$ cat src/rtl/mem_port_arbiter.sv
// Two-requester memory port arbiter: an instruction-fetch port and a data-access port share one
// memory controller CPU port. The data port has priority unless the fetch port has waited too long.
module mem_port_arbiter #(
    parameter int unsigned STARVE_LIMIT = 4
) (
    input  logic        Clk,
    input  logic        Rst,

    input  logic        IF_En,
    input  logic [31:0] IF_Address,
    output logic        IF_Stall,
    output logic [31:0] IF_OData,

    input  logic        MA_En,
    input  logic        MA_RW,
    input  logic [31:0] MA_Address,
    input  logic [31:0] MA_IData,
    output logic        MA_Stall,
    output logic [31:0] MA_OData,

    output logic        M_En,
    output logic        M_RW,
    output logic [31:0] M_Address,
    output logic [31:0] M_IData,
    input  logic        M_Stall,
    input  logic [31:0] M_OData,

    output logic [1:0]  Grant
);

    localparam int unsigned AddrWidth = 32;
    localparam int unsigned DataWidth = 32;
    localparam int unsigned WaitWidth = 4;

    typedef enum logic [1:0] {
        IDLE   = 2'b00,
        GNT_IF = 2'b01,
        GNT_MA = 2'b10
    } arbState_t;

    typedef struct packed {
        logic                 rw;
        logic [AddrWidth-1:0] address;
        logic [DataWidth-1:0] wrData;
    } memReq_t;

    arbState_t            state;
    memReq_t              latched;
    logic [WaitWidth-1:0] waitCnt;
    logic [DataWidth-1:0] ifODataReg;
    logic [DataWidth-1:0] maODataReg;

    logic starved;
    logic ifWins;
    logic ifDone;
    logic maDone;

    // Arbitration decision and per-port completion strobes
    always_comb begin
        starved = IF_En && (32'(waitCnt) >= STARVE_LIMIT);
        ifWins  = IF_En && (!MA_En || starved);
        ifDone  = (state == GNT_IF) && !M_Stall;
        maDone  = (state == GNT_MA) && !M_Stall;
    end

    // Grant FSM, request latches, fetch wait counter and read-data holding registers
    always_ff @(posedge Clk or posedge Rst) begin
        if (Rst) begin
            state      <= IDLE;
            latched    <= '0;
            waitCnt    <= '0;
            ifODataReg <= '0;
            maODataReg <= '0;
        end else begin
            case (state)
                IDLE: begin
                    if (ifWins) begin
                        state          <= GNT_IF;
                        latched.rw     <= 1'b0;
                        latched.address <= IF_Address;
                        latched.wrData <= '0;
                    end else if (MA_En) begin
                        state          <= GNT_MA;
                        latched.rw     <= MA_RW;
                        latched.address <= MA_Address;
                        latched.wrData <= MA_IData;
                    end
                end
                GNT_IF, GNT_MA: begin
                    // Grant is held with latched fields even if the requester abandons
                    if (!M_Stall) begin
                        state <= IDLE;
                    end
                end
                default: state <= IDLE;
            endcase

            if (!IF_En) begin
                waitCnt <= '0;
            end else if ((state == IDLE) && ifWins) begin
                waitCnt <= '0;
            end else if ((state != GNT_IF) && (waitCnt != '1)) begin
                waitCnt <= waitCnt + WaitWidth'(1);
            end

            if (ifDone) begin
                ifODataReg <= M_OData;
            end
            if (maDone) begin
                maODataReg <= M_OData;
            end
        end
    end

    // Memory-side drive: latched request while granted, all zero when idle
    always_comb begin
        Grant     = state;
        M_En      = (state != IDLE);
        M_RW      = M_En && latched.rw;
        M_Address = M_En ? latched.address : '0;
        M_IData   = M_En ? latched.wrData : '0;
    end

    // Requester-side status: read data passes straight through in the completion cycle
    always_comb begin
        IF_Stall = IF_En && !ifDone;
        MA_Stall = MA_En && !maDone;
        IF_OData = ifDone ? M_OData : ifODataReg;
        MA_OData = maDone ? M_OData : maODataReg;
    end

endmodule

$ cat config.mk
export PLATFORM = sky130hd
export DESIGN_NAME = mem_port_arbiter
export DESIGN_NICKNAME = d
export VERILOG_FILES = /design/src/rtl/mem_port_arbiter.sv
export SDC_FILE = /design/constraint.sdc
export NUM_CORES = 1
export LEC_CHECK = 0
export ABC_AREA = 1
export CORE_UTILIZATION = 43
export CTS_CLUSTER_DIAMETER = 200
export CTS_CLUSTER_SIZE = 16
export DETAILED_ROUTE_END_ITERATION = 16
export GPL_ROUTABILITY_DRIVEN = 0
export GPL_TIMING_DRIVEN = 0
export PLACE_DENSITY = 0.79
export SKIP_LAST_GASP = 1
export SYNTH_ARGS = -nofsm -noshare
export SYNTH_HDL_FRONTEND = slang
export SYNTH_SLANG_ARGS = --single-unit
$ cat constraint.sdc
create_clock -name Clk -period 5.5 [get_ports Clk]
set_clock_uncertainty 0.2 [all_clocks]
set_input_delay 1.1 -clock Clk [delete_from_list [all_inputs] [get_ports Clk]]
set_output_delay 1.1 -clock Clk [all_outputs]
set_load 0.05 [all_outputs]
==> out/qor.yml <==
status: "finished clean"
die_x_um: 123.6
root_buffer: "clkbuf_16"
cts-htree-levels: 4
endpoint_kind: "output port"
clock_path_buffers: 2
p_sw_mw: 3.406
pwr-share-clk_pct: 16.3
final_core_util_pct: 68.10
placed_cell_area_um2: 9279
n_antenna_cell: 0
peakVddDrop_v: 0.0005278
synth_seq_cells: 135
ctsResizeCount: 0
synth_area_per_cell_um2: 7.739
power_leakage_nw: 4.946
finalCritPeriodShare_pct: 86.12
synth-xor-area-share_pct: 0
synth_edf_count: 0
ff2ff_path_depth: 7
yosysWarnings: 0
synth_ff_type: "dfrtp_1"
hold_class: "register to register"
worstPathMaxFanout: 10
hold_path_end: "latched[38]"
wirelength_mm: 18.53
critical_path_arrival_ps: 3440
slew_headroom_pct: 59.62
synth-compound-area-share_pct: 7.956
cts_made_buffers: 17
fillCellCount: 1187
start_kind: "primary input"
setup_viol: 0
cts_tree: "yes"
dpl.hpwl_mm: 13.75
core-area_um2: 14480
drv_cap: 0
comb_power_share_pct: 60.0
synth_cell_type_count: 19
first_iter_violations: 275
path_class: "primary input to output port"
viasPerCell: 4.672
first_pass_iters: 5
wl_per_cell_um: 14.21
critPathRequiredTime_ps: 4200
powerDensity_nw_per_um2: 685.3
slew_viol_final: 0
p_int_mw: 3.350
async_flop_share_pct: 100.0
holdBufCountCts: 0
hp-start: "latched[38]"
swShare_pct: 50.41
dieArea_um2: 15270
nets: 1245
final_cells: 1304
worst_pin_slew_ps: 603.8
hold_slack_ps: 275.4
via_count: 6092
drive_above_1_share_pct: 6.429
synth_top_family_by_area: "simple AND/OR/NAND/NOR gates"
die_y_um: 123.6
power_mw: 6.756
num_rows: 44
synth_seq_area_share_pct: 53.17
startpoint: "M_Stall"
period_minus_slack_ps: 4737
area_delta_synth_final_pct: 55.18
place_ws_ps: 718.4
r2r-end: "ifODataReg[2]"
grt_first_pass_wirelength_mm: 28.42
syn-instance-count: 821
port_buffers: 266
start_util_pct: 43.88
syn-num-nets: 959
clk_pin_slew_ps: 50
post-place-cells: 1272
synth_simple_gate_area_share_pct: 23.63
synthMuxAreaShare_pct: 0
grt_start_max_net_pins: 73
setup_slack_ps: 763.4
yosys.area_share.adder_pct: 0.7877
rsz0062_at_grt: "no"
reg2reg_slack_ps: 3440
holdPathStages: 2
netlist_area_um2: 6354
cts_sinks: 135
seq_power_share_pct: 23.7
grt.overflow.total: 0
max_freq_mhz: 211.1
track_usage_pct: 24.93
stdcell_area_um2: 9859
drtAntennaViolNets: 0
clock_latency_ps: 410
antenna_found_initial: 0
postCtsSetupRepairBufs: 0
io_pins: 268
r2r_start: "Grant[1]"
grt_pass1_vias: 5806
finalHoldViolations: 0
drc: 0
tns_ps: 0
[final cells by class]
type / instances / area (um2) / share of cell area, %
Tap cell: 184 / 230.2 / 2.335
Sequential cell: 135 / 3378 / 34.26
Multi-Input combinational cell: 461 / 2057 / 20.86
Clock inverter: 14 / 151.4 / 1.536
Inverter: 178 / 678.2 / 6.878
Buffer: 47 / 245.2 / 2.487
Timing Repair Buffer: 267 / 2690 / 27.28
Clock buffer: 18 / 429.2 / 4.353
[worst max-delay path by stage]
stage	slack (ps)	to	cells after the start
2_1_floorplan	590	Grant[0]	1
3_3_place_gp	-1290	latched[13]	2
3_5_place_dp	720	IF_OData[1]	6
4_1_cts	700	IF_OData[1]	6
5_1_grt	590	MA_OData[12]	7
6_report	760	MA_OData[8]	7
[kinds of logic (layout without fill, tap and decap cells)]
family	count (synthesis)	count (layout)
DFF	135	135
buffers and inverters	225	524
and+or+nand+nor	356	356
adders and majority gates	4	4
AOI/OAI and AO/OA	101	101
[flip-flops by register name (all words and copies together) (netlist names)]
signal and flops:
latched 65, ifODataReg 32, maODataReg 32, waitCnt 4, Grant 2
[layer usage]
layer  track usage, %  routed length, um  share of wire, %
met3            9.456               1972                11
met2            41.76               8703                47
met4            10.24                430               2.3
met1            28.55               7422                40
met5                0                  0                 0
[critical path, cell delays in order]
cell	delay (ps)
clkdlybuf4s50_1	510
nor2_1	90
inv_2	150
clkbuf_1	420
nand2_1	80
o21ai_0	170
clkdlybuf4s50_1	900
[power by group through the flow]
stage          Clock (mW)  Sequential, mW  Combinational [mW]
6_report             1.10            1.60                4.06
5_1_grt              1.16            1.64                4.32
4_1_cts              1.12            1.60                4.08
3_5_place_dp            0            1.61                4.05
3_3_place_gp            0            1.59                4.02
2_1_floorplan           0            1.60                2.69
[placed cells by master (no fill, tap or decap), drive strengths merged]
cell type,n
clkdlybuf4s50,266
clkinvlp,5
dfrtp,135
inv,180
nand3,104
nand4,2
o21ai,99
buf,31
a21oi,2
ha,4
nor2,72
clkbuf,35
bufinv,2
nand2,178
clkinv,5
[synthesized netlist by cell type, types with 3 or more instances]
cell type | number | share of area (%)
buf_2 | 22 | 1.7
buf_4 | 5 | 0.59
buf_6 | 3 | 0.53
clkbuf_1 | 17 | 1.0
dfrtp_1 | 135 | 53
ha_1 | 4 | 0.79
inv_1 | 173 | 10
inv_2 | 3 | 0.18
nand2_1 | 175 | 10
nand3_1 | 103 | 8.1
nor2_1 | 72 | 4.3
o21ai_0 | 97 | 7.6
No activity file was read; power rests on OpenSTA's default activity.
